<file path="config.mk">
export PLATFORM = sky130hd
export DESIGN_NAME = uart_rx_word_flat
export DESIGN_NICKNAME = d
export VERILOG_FILES = /design/src/rtl/uart_rx_word_if.sv /design/src/rtl/uart_rx_word.sv /design/src/flat_wrapper.sv
export SDC_FILE = /design/constraint.sdc
export NUM_CORES = 1
export LEC_CHECK = 0
export ABC_AREA = 1
export CAP_MARGIN = 20
export CORE_MARGIN = 3
export CORE_UTILIZATION = 60
export CTS_CLUSTER_DIAMETER = 60
export DETAILED_ROUTE_END_ITERATION = 10
export DONT_BUFFER_PORTS = 1
export GPL_ROUTABILITY_DRIVEN = 0
export PLACE_DENSITY = 0.79
export SLEW_MARGIN = 20
export SYNTH_ARGS = -nofsm -noshare
export SYNTH_HDL_FRONTEND = slang
export SYNTH_SLANG_ARGS = --single-unit
</file>
<file path="constraint.sdc">
create_clock -name clk -period 2.2 [get_ports clk]
set_clock_uncertainty 0.15 [all_clocks]
set_input_delay 0.11 -clock clk [delete_from_list [all_inputs] [get_ports clk]]
set_output_delay 0.11 -clock clk [all_outputs]
set_load 0.02 [all_outputs]
</file>
<file path="src/rtl/uart_rx_word_if.sv">
// Receiver-side bus of uart_rx_word: serial input, acknowledge and the
// received-word outputs. The receiver takes the master modport, and the
// consumer takes the slave modport.
interface uart_rx_word_if #(
  parameter int DATA_WIDTH = 16
);
  logic                  rx;
  logic                  ready_clr;
  logic [DATA_WIDTH-1:0] data_out;
  logic                  ready;
  logic                  frame_err;
  logic                  overrun;
  logic                  rx_busy;

  modport master (
    input  rx,
    input  ready_clr,
    output data_out,
    output ready,
    output frame_err,
    output overrun,
    output rx_busy
  );

  modport slave (
    output rx,
    output ready_clr,
    input  data_out,
    input  ready,
    input  frame_err,
    input  overrun,
    input  rx_busy
  );
endinterface

</file>
<file path="src/rtl/uart_rx_word.sv">
// uart_rx_word: oversampled receiver for a 24-bit-period frame that carries
// one 16-bit word as two bytes. The fixed 1/0 marker slots are checked, and
// any mismatch is reported through frame_err. The word is delivered with a
// ready/ready_clr handshake and an overrun indication.
module uart_rx_word #(
  parameter int DATA_WIDTH = 16,
  parameter int OVERSAMPLE = 16
) (
  input  logic            clk,
  input  logic            rstn,
  input  logic            clken,
  uart_rx_word_if.master  bus
);

  localparam int TW = $clog2(OVERSAMPLE);
  localparam logic [TW-1:0] TICK_MID  = TW'(OVERSAMPLE / 2 - 1);
  localparam logic [TW-1:0] TICK_LAST = TW'(OVERSAMPLE - 1);

  typedef enum logic [1:0] {
    IDLE  = 2'd0,
    START = 2'd1,
    SLOTS = 2'd2,
    DONE  = 2'd3
  } state_t;

  state_t                state;
  state_t                state_next;
  logic                  rx_meta;
  logic                  rx_sync;
  logic [TW-1:0]         tick;
  logic [TW-1:0]         tick_next;
  logic [4:0]            slot;
  logic [4:0]            slot_next;
  logic [7:0]            lo;
  logic [7:0]            lo_next;
  logic [7:0]            hi;
  logic [7:0]            hi_next;
  logic                  frame_bad;
  logic                  frame_bad_next;
  logic [1:0]            slot_chk;
  logic [DATA_WIDTH-1:0] word;
  logic [DATA_WIDTH-1:0] data_hold;
  logic                  ready_flag;
  logic                  err_flag;
  logic                  overrun_flag;

  // Marker-slot lookup: bit 1 = slot is checked, bit 0 = required level.
  function automatic logic [1:0] slot_check(input logic [4:0] s);
    logic [1:0] r;
    case (s)
      5'd8, 5'd9, 5'd19, 5'd20, 5'd22: r = 2'b11;
      5'd10, 5'd21:                    r = 2'b10;
      default:                         r = 2'b00;
    endcase
    return r;
  endfunction

  assign slot_chk      = slot_check(slot);
  assign word          = {hi, lo};
  assign bus.data_out  = data_hold;
  assign bus.ready     = ready_flag;
  assign bus.frame_err = err_flag;
  assign bus.overrun   = overrun_flag;
  assign bus.rx_busy   = (state != IDLE);

  // Two-flop synchronizer for the asynchronous serial line (idles high).
  always_ff @(posedge clk or negedge rstn) begin
    if (!rstn) begin
      rx_meta <= 1'b1;
      rx_sync <= 1'b1;
    end else begin
      rx_meta <= bus.rx;
      rx_sync <= rx_meta;
    end
  end

  // FSM state, counters and frame assembly registers.
  always_ff @(posedge clk or negedge rstn) begin
    if (!rstn) begin
      state     <= IDLE;
      tick      <= {TW{1'b0}};
      slot      <= 5'd0;
      lo        <= 8'd0;
      hi        <= 8'd0;
      frame_bad <= 1'b0;
    end else begin
      state     <= state_next;
      tick      <= tick_next;
      slot      <= slot_next;
      lo        <= lo_next;
      hi        <= hi_next;
      frame_bad <= frame_bad_next;
    end
  end

  // Next-state and counter logic. It advances on clken, but DONE always lasts one clk.
  always_comb begin
    state_next     = state;
    tick_next      = tick;
    slot_next      = slot;
    lo_next        = lo;
    hi_next        = hi;
    frame_bad_next = frame_bad;
    case (state)
      IDLE: begin
        if (clken && !rx_sync) begin
          state_next = START;
          tick_next  = {TW{1'b0}};
        end else begin
          state_next = IDLE;
        end
      end
      START: begin
        if (clken) begin
          if (tick == TICK_MID) begin
            if (rx_sync) begin
              // The line went back high by mid start bit, so ignore this low pulse as a glitch.
              state_next = IDLE;
            end else begin
              state_next     = SLOTS;
              slot_next      = 5'd0;
              tick_next      = {TW{1'b0}};
              frame_bad_next = 1'b0;
            end
          end else begin
            tick_next = tick + TW'(1);
          end
        end else begin
          state_next = START;
        end
      end
      SLOTS: begin
        if (clken) begin
          if (tick == TICK_LAST) begin
            tick_next = {TW{1'b0}};
            if (slot <= 5'd7) begin
              lo_next = {rx_sync, lo[7:1]};
            end else if ((slot >= 5'd11) && (slot <= 5'd18)) begin
              hi_next = {rx_sync, hi[7:1]};
            end else begin
              lo_next = lo;
            end
            if (slot_chk[1] && (rx_sync != slot_chk[0])) begin
              frame_bad_next = 1'b1;
            end else begin
              frame_bad_next = frame_bad;
            end
            if (slot == 5'd22) begin
              state_next = DONE;
            end else begin
              slot_next = slot + 5'd1;
            end
          end else begin
            tick_next = tick + TW'(1);
          end
        end else begin
          state_next = SLOTS;
        end
      end
      DONE:    state_next = IDLE;
      default: state_next = IDLE;
    endcase
  end

  // Output word and handshake. DONE delivers the word, and ready_clr acknowledges it.
  always_ff @(posedge clk or negedge rstn) begin
    if (!rstn) begin
      data_hold    <= {DATA_WIDTH{1'b0}};
      ready_flag   <= 1'b0;
      err_flag     <= 1'b0;
      overrun_flag <= 1'b0;
    end else if (state == DONE) begin
      data_hold    <= word;
      err_flag     <= frame_bad;
      ready_flag   <= 1'b1;
      overrun_flag <= ready_flag && !bus.ready_clr;
    end else if (bus.ready_clr) begin
      ready_flag   <= 1'b0;
      overrun_flag <= 1'b0;
    end else begin
      ready_flag   <= ready_flag;
      overrun_flag <= overrun_flag;
    end
  end

endmodule
</file>
<file path="src/flat_wrapper.sv">
// flat-port wrapper written by rule: the top's interface ports become plain ports
module uart_rx_word_flat 
#(
  parameter int DATA_WIDTH = 16,
  parameter int OVERSAMPLE = 16
)
  (clk, rstn, clken, bus_rx, bus_ready_clr, bus_data_out, bus_ready, bus_frame_err, bus_overrun, bus_rx_busy);
  uart_rx_word_if #(.DATA_WIDTH(DATA_WIDTH)) bus_i ();
  input  logic clk;
  input  logic rstn;
  input  logic clken;
  input wire logic [$bits(bus_i.rx)-1:0] bus_rx;
  input wire logic [$bits(bus_i.ready_clr)-1:0] bus_ready_clr;
  output wire logic [$bits(bus_i.data_out)-1:0] bus_data_out;
  output wire logic [$bits(bus_i.ready)-1:0] bus_ready;
  output wire logic [$bits(bus_i.frame_err)-1:0] bus_frame_err;
  output wire logic [$bits(bus_i.overrun)-1:0] bus_overrun;
  output wire logic [$bits(bus_i.rx_busy)-1:0] bus_rx_busy;
  assign bus_i.rx = bus_rx;
  assign bus_i.ready_clr = bus_ready_clr;
  assign bus_data_out = bus_i.data_out;
  assign bus_ready = bus_i.ready;
  assign bus_frame_err = bus_i.frame_err;
  assign bus_overrun = bus_i.overrun;
  assign bus_rx_busy = bus_i.rx_busy;
  uart_rx_word #(.DATA_WIDTH(DATA_WIDTH), .OVERSAMPLE(OVERSAMPLE)) u_core (.clk(clk), .rstn(rstn), .clken(clken), .bus(bus_i));
endmodule
</file>
==> results of run 1 <==
==> metal layers <==
layer / track usage [%] / part of all wire (%) / vias to the layer above
li1: - / - / 861
met5: 0 / 0 / -
met4: 4.38 / 0.33 / 0
met1: 26.9 / 46 / 799
met3: 5.19 / 4.0 / 2
met2: 32.8 / 49 / 35
==> sequential cells by signal, summed over array words and instances (netlist names), named ones only <==
register and count:
u_core.slot 5, u_core.rx_meta 1, u_core.lo 8, u_core.frame_bad 1, u_core.bus.frame_err 1, u_core.tick 4
u_core.hi 8, u_core.bus.data_out 16, u_core.bus.overrun 1, u_core.rx_sync 1, u_core.state 1, u_core.bus.ready 1
==> through the flow <==
| step | setup WS, ns | instances | util, % |
|---|---|---|---|
| floorplan | 0.470 | 268 | - |
| global placement | 0.315 | 309 | 63.7 |
| detailed placement | 0.249 | 309 | 63.7 |
| CTS | 0.230 | 322 | 68.8 |
| global route | 0.0752 | 322 | 68.8 |
| finish | 0.239 | 322 | 68.8 |
==> logic make-up after synthesis <==
group           share of synthesized area [%]
flops                                    51.9
xor+xnor                                 1.11
simple gates                             22.2
compound gates                           12.4
fa+ha+maj                                4.75
buf+inv                                  7.66
==> cells in the final DEF, fill, tap and decap left out, types with 3 or more instances in the layout <==
cell	instances
xor2_1	3
inv_1	28
nand2_2	4
inv_2	6
clkbuf_8	6
o21ai_1	13
nor2_1	9
o21ai_2	7
nand3_1	20
nand2_1	80
a21oi_2	3
dlygate4sd3_1	4
o21ai_0	14
dfrtp_1	47
ha_1	9
==> critical path, delay by kind of cell (launching register included) <==
| family | cells | cell delay, ns |
|---|---|---|
| compound gates | 2 | 0.34 |
| fa+ha+maj | 1 | 0.28 |
| buf+inv | 1 | 0.11 |
| flops | 1 | 0.41 |
| simple gates | 3 | 0.55 |
==> power groups by stage <==
stage | Combinational [mW] | Sequential [mW] | Clock (mW)
finish | 0.545 | 1.12 | 0.660
detailed placement | 0.508 | 1.14 | 0
global route | 0.630 | 1.14 | 0.707
global placement | 0.501 | 1.13 | 0
CTS | 0.549 | 1.12 | 0.671
floorplan | 0.414 | 1.12 | 0
==> cell type report <==
type,count,area [um^2],area share [%]
sequential,49,1230,47.7
multi-input combinational,176,958,37.2
inverter,35,131,5.10
clock buffer,6,82.6,3.21
timing repair buffer,6,75.1,2.92
tap,48,60.1,2.33
clock inverter,2,37.5,1.46
==> worst paths after layout <==
path                       cells after the start  slack, ns             from         endpoint
max                                            7       0.24  u_core.state[0]     u_core.lo[6]
min                                            5       0.02            clken  u_core.state[0]
max reg2reg                                    7       0.24  u_core.state[0]     u_core.lo[6]
min reg2reg                                    0       0.21   u_core.rx_meta   u_core.rx_sync
max in group asynchronous                      2       1.46             rstn   u_core.rx_sync
min in group asynchronous                      2       0.17             rstn   u_core.slot[2]
==> results.py, run 1 <==
metrics = {
    "place": {
        "placed_area_um2": 2390,
        "dpl.hpwl_um": 3010,
        "portBuffers": 0,
    },
    "synthesis": {
        "yosysTopAreaCellShare_pct": 49.7,
        "syn_area_per_cell_um2": 8.84,
        "async_flop_share_pct": 100,
        "syn_area_um2": 2370,
        "syn_nets": 282,
        "synth_edf_count": 0,
        "yosysMostFrequentCell": "nand2_1",
        "ys.flop_type": "dfrtp_1",
        "synthDistinctLibCells": 31,
        "synth_warnings": 0,
        "ys_top_cells_by_count": "80 x nand2_1, 47 x dfrtp_1, 28 x inv_1",
        "ys_ff_latch": 49,
        "syn_inst": 268,
        "synth_top_area_cell": "dfrtp_1",
        "synthTopCellsByArea": "dfrtp_1 50%, nand2_1 13%, ha_1 4.8%",
        "ys_seq_area_share_pct": 51.9,
    },
    "worst_setup_path": {
        "required_ns": 2.22,
        "arrival_ns": 1.98,
        "cp_cell_sequence": "inv_1 -> ha_1 -> nand2_1 -> nor2_4 -> o2111ai_4 -> nor2_1 -> a21oi_2",
        "critPathMaxFanout": 16,
        "critPathKind": "reg -> reg",
        "slowest_stage": "dfrtp_1",
        "critical_path.max_stage_delay_ns": 0.41,
        "critPathLaunchType": "flop",
        "critPathCaptureType": "flop",
    },
    "job": {
        "max_cap_viol_count": 0,
    },
    "timing": {
        "fmax_ghz": 0.510,
        "worstMarginPinSlew_ns": 0.551,
        "period_share_pct": 89.1,
        "hold_slack_ns": 0.0171,
        "period_minus_slack_ns": 1.96,
        "finalSetupViolations": 0,
        "rsz0062_at_grt": "false",
        "slew_violations": 0,
        "relSlewSlack_pct": 63.2,
        "tns_ns": 0,
        "finalHoldViolCount": 0,
    },
    "floorplan": {
        "die_h_um": 68.8,
        "pin_count": 25,
        "coreArea_um2": 3740,
        "dieArea_um2": 4740,
        "rows": 22,
        "fp.dieW_um": 68.8,
        "start_util_pct": 63.3,
    },
    "cells_and_area": {
        "fill_cells": 296,
        "n_antenna_cell": 0,
        "drive_above_1_share_pct": 13.9,
        "layout.nets": 287,
        "syn2layout_area_growth_pct": 8.66,
        "finalInstanceArea_um2": 2570,
    },
    "routing": {
        "wl_per_cell_um": 13.1,
        "route.detailed.drc": 0,
        "avgViaCountPerCell": 5.27,
        "drtIter0Drc": 110,
        "ant_nets": 0,
        "firstDrtPassIters": 5,
        "num_vias": 1697,
        "drt_wl_total_um": 4230,
    },
    "clock_network": {
        "post_cts_buffers": 0,
        "cts_resized": 0,
        "clock_latency_ns": 0.29,
        "clock_path_buffers": 2,
        "cts_buffers": 5,
        "htreeDepth": 2,
        "cts_tree": "yes",
        "cts.sinks": 49,
        "cts_hold_buffers": 5,
        "ctsRootBufferMaster": "clkbuf_8",
        "path_clk_slew_ns": 0.09,
    },
    "global_route": {
        "grt_max_degree": 50,
        "antenna_found_initial": 0,
        "grt_usage_pct": 20.0,
        "grt_pass1_vias": 1631,
        "grt_pass1_wl_um": 7160,
        "gr-total-overflow": 0,
    },
    "power_and_ir_drop": {
        "power_frac_comb_pct": 23.4,
        "swShare_pct": 34.1,
        "sequentialPowerShare_pct": 48.1,
        "peakVddDrop_uv": 786,
        "p_total_mw": 2.32,
        "intPower_mw": 1.53,
        "pwr-share-clk_pct": 28.4,
        "p_leak_nw": 1.24,
        "power.density_nw_per_um2": 903,
        "p_sw_mw": 0.793,
    },
    "run_status": {
        "outcome": "completed",
    },
    "worst_hold_path": {
        "hold_path_class": "in -> reg",
    },
}
No activity file was read; power rests on OpenSTA's default activity.
==> inputs of run 2 (changes only) <==
PLACE_DENSITY = 0.76   (was 0.79)
==> run 2 against run 1 <==
  * Largest power group unchanged
  * Sequential power barely moved
  * Setup slack improved by 0.011 ns
  * Via count is 2.0% lower
  * Core utilization decreased by 0.67 points
  * Wire length down 4.3%
  * Critical path type unchanged
  * Highest routed layer unchanged
  * Final cell count is the same
  * First-iteration DRC count is 26% lower
  * Non-clock buffer count unchanged
  * Clock power fell by 17%
  * Maximum frequency is 0.56% higher
==> results.py, run 2 (synthesis results as in run 1) <==
metrics = {
    "run_status": {
        "outcome": "completed",
    },
    "power_and_ir_drop": {
        "intPower_mw": 1.39,
        "peakVddDrop_uv": 683,
        "power.density_nw_per_um2": 867,
        "power_frac_comb_pct": 24.5,
        "sequentialPowerShare_pct": 50.6,
        "swShare_pct": 37.0,
        "p_leak_nw": 1.22,
        "p_sw_mw": 0.817,
        "pwr-share-clk_pct": 24.9,
    },
    "timing": {
        "period_minus_slack_ns": 1.95,
        "finalHoldViolCount": 0,
        "period_share_pct": 88.6,
        "worstMarginPinSlew_ns": 0.549,
        "finalSetupViolations": 0,
        "rsz0062_at_grt": "false",
        "fmax_ghz": 0.513,
        "relSlewSlack_pct": 63.4,
        "slew_violations": 0,
        "tns_ns": 0,
    },
    "worst_setup_path": {
        "critPathLaunch": "u_core.state[0]",
        "slowest_stage": "dfrtp_1",
        "required_ns": 2.23,
        "cp_cell_sequence": "inv_1 -> ha_1 -> nand2_1 -> nor2_4 -> o2111ai_4 -> nor2_1 -> a21oi_2",
        "r2r-start": "u_core.state[0]",
        "arrival_ns": 1.98,
        "critical_path.max_stage_delay_ns": 0.42,
        "critPathLaunchType": "flop",
        "critPathCaptureType": "flop",
        "critPathMaxFanout": 16,
        "critPathKind": "reg -> reg",
    },
    "global_route": {
        "grt_max_degree": 50,
        "grt_usage_pct": 19.1,
        "grt_pass1_wl_um": 6670,
        "gr-total-overflow": 0,
        "grt_pass1_vias": 1471,
        "antenna_found_initial": 0,
    },
    "routing": {
        "wl_per_cell_um": 12.6,
        "avgViaCountPerCell": 5.16,
        "drt_wl_total_um": 4050,
        "firstDrtPassIters": 4,
        "num_vias": 1663,
        "ant_nets": 0,
        "route.detailed.drc": 0,
        "drtIter0Drc": 81,
    },
    "cells_and_area": {
        "drive_above_1_share_pct": 13.9,
        "layout_commonest_cell": "nand2_1",
        "fin_util_pct": 68.1,
        "n_antenna_cell": 0,
        "final_cells": 322,
        "multi_input_area_um2": 958,
        "syn2layout_area_growth_pct": 7.61,
        "layout.nets": 287,
        "final-seq-area_um2": 1230,
        "largest_reg_flops": 16,
        "final_cell_mix": "80 x nand2_1, 47 x dfrtp_1, 28 x inv_1, 20 x nand3_1, 14 x o21ai_0",
        "fill_cells": 298,
    },
    "place": {
        "portBuffers": 0,
        "placed_cells_incl_taps": 309,
        "dpl.hpwl_um": 2740,
    },
    "clock_network": {
        "cts_buffers": 5,
        "ctsRootBufferMaster": "clkbuf_8",
        "htreeDepth": 2,
        "path_clk_slew_ns": 0.09,
        "clock_path_buffers": 2,
        "cts_tree": "yes",
        "cts_resized": 0,
        "cts.sinks": 49,
        "clock_latency_ns": 0.30,
    },
    "worst_hold_path": {
        "hold_path_class": "in -> reg",
        "min-delay-start": "clken",
    },
    "floorplan": {
        "pin_count": 25,
        "coreArea_um2": 3740,
        "start_util_pct": 63.3,
        "fp.dieW_um": 68.8,
        "dieArea_um2": 4740,
        "rows": 22,
        "die_h_um": 68.8,
    },
    "job": {
        "max_cap_viol_count": 0,
    },
}
[run 2: cell count changes in the layout (fill, tap and decap cells not counted), sizes merged]
cell,delta
bufinv,-1
clkbuf,-1
clkinvlp,+1
inv,+1
[run 2: what timing repair did]
action	4_1_cts	5_1_grt
hold buffers	5	0
setup buffers	0	0
endpoints found under the hold margin	57	0
[run 2: area by class of cell]
| class | count | area share [%] |
|---|---|---|
| inverter | 35 | 5.15 |
| timing repair buffer | 6 | 2.95 |
| sequential | 49 | 48.2 |
| clock buffer | 5 | 2.70 |
| multi-input combinational | 176 | 37.6 |
| tap | 48 | 2.36 |
| clock inverter | 3 | 1.03 |
[run 2: critical path, delay by kind of cell (launching register included)]
family,cells,cell delay (ns)
adders and majority gates,1,0.28
AOI/OAI and AO/OA,2,0.34
DFF,1,0.42
buffers and inverters,1,0.11
and+or+nand+nor,3,0.55
[run 2: layer usage]
| metal | part of all wire, % | GRT usage [%] | wire, um |
|---|---|---|---|
| met1 | 47 | 26.1 | 1900 |
| met2 | 47 | 28.8 | 1900 |
| met3 | 4.3 | 5.67 | 176 |
| met4 | 1.8 | 6.81 | 71 |
| met5 | 0 | 0 | 0 |
[run 2: per-stage QoR]
stage | setup WS, ns | hold WS, ns | total power [mW] | area [um^2]
2_1_floorplan | 0.470 | -0.336 | 1.53 | 2370
3_3_place_gp | 0.313 | -0.334 | 1.63 | 2390
3_5_place_dp | 0.253 | -0.334 | 1.65 | 2390
4_1_cts | 0.242 | 0.00958 | 2.23 | 2550
5_1_grt | 0.0738 | 0.0427 | 2.35 | 2550
6_report | 0.250 | 0.0202 | 2.21 | 2550
[run 2: final timing paths]
kind | to | cells past startpoint | slack [ns]
hold reg to reg | u_core.rx_sync | 0 | 0.21
min in group asynchronous | u_core.bus.data_out[6] | 2 | 0.15
setup / recovery | u_core.lo[6] | 7 | 0.25
hold / removal | u_core.state[0] | 5 | 0.02
setup reg to reg | u_core.lo[6] | 7 | 0.25
max in group asynchronous | u_core.rx_sync | 2 | 1.46
[run 2: power groups by stage]
stage | sequential [mW] | clock (mW) | combinational, mW
CTS | 1.12 | 0.564 | 0.545
detailed placement | 1.14 | 0 | 0.511
global route | 1.13 | 0.597 | 0.616
global placement | 1.13 | 0 | 0.501
floorplan | 1.12 | 0 | 0.414
finish | 1.12 | 0.550 | 0.543
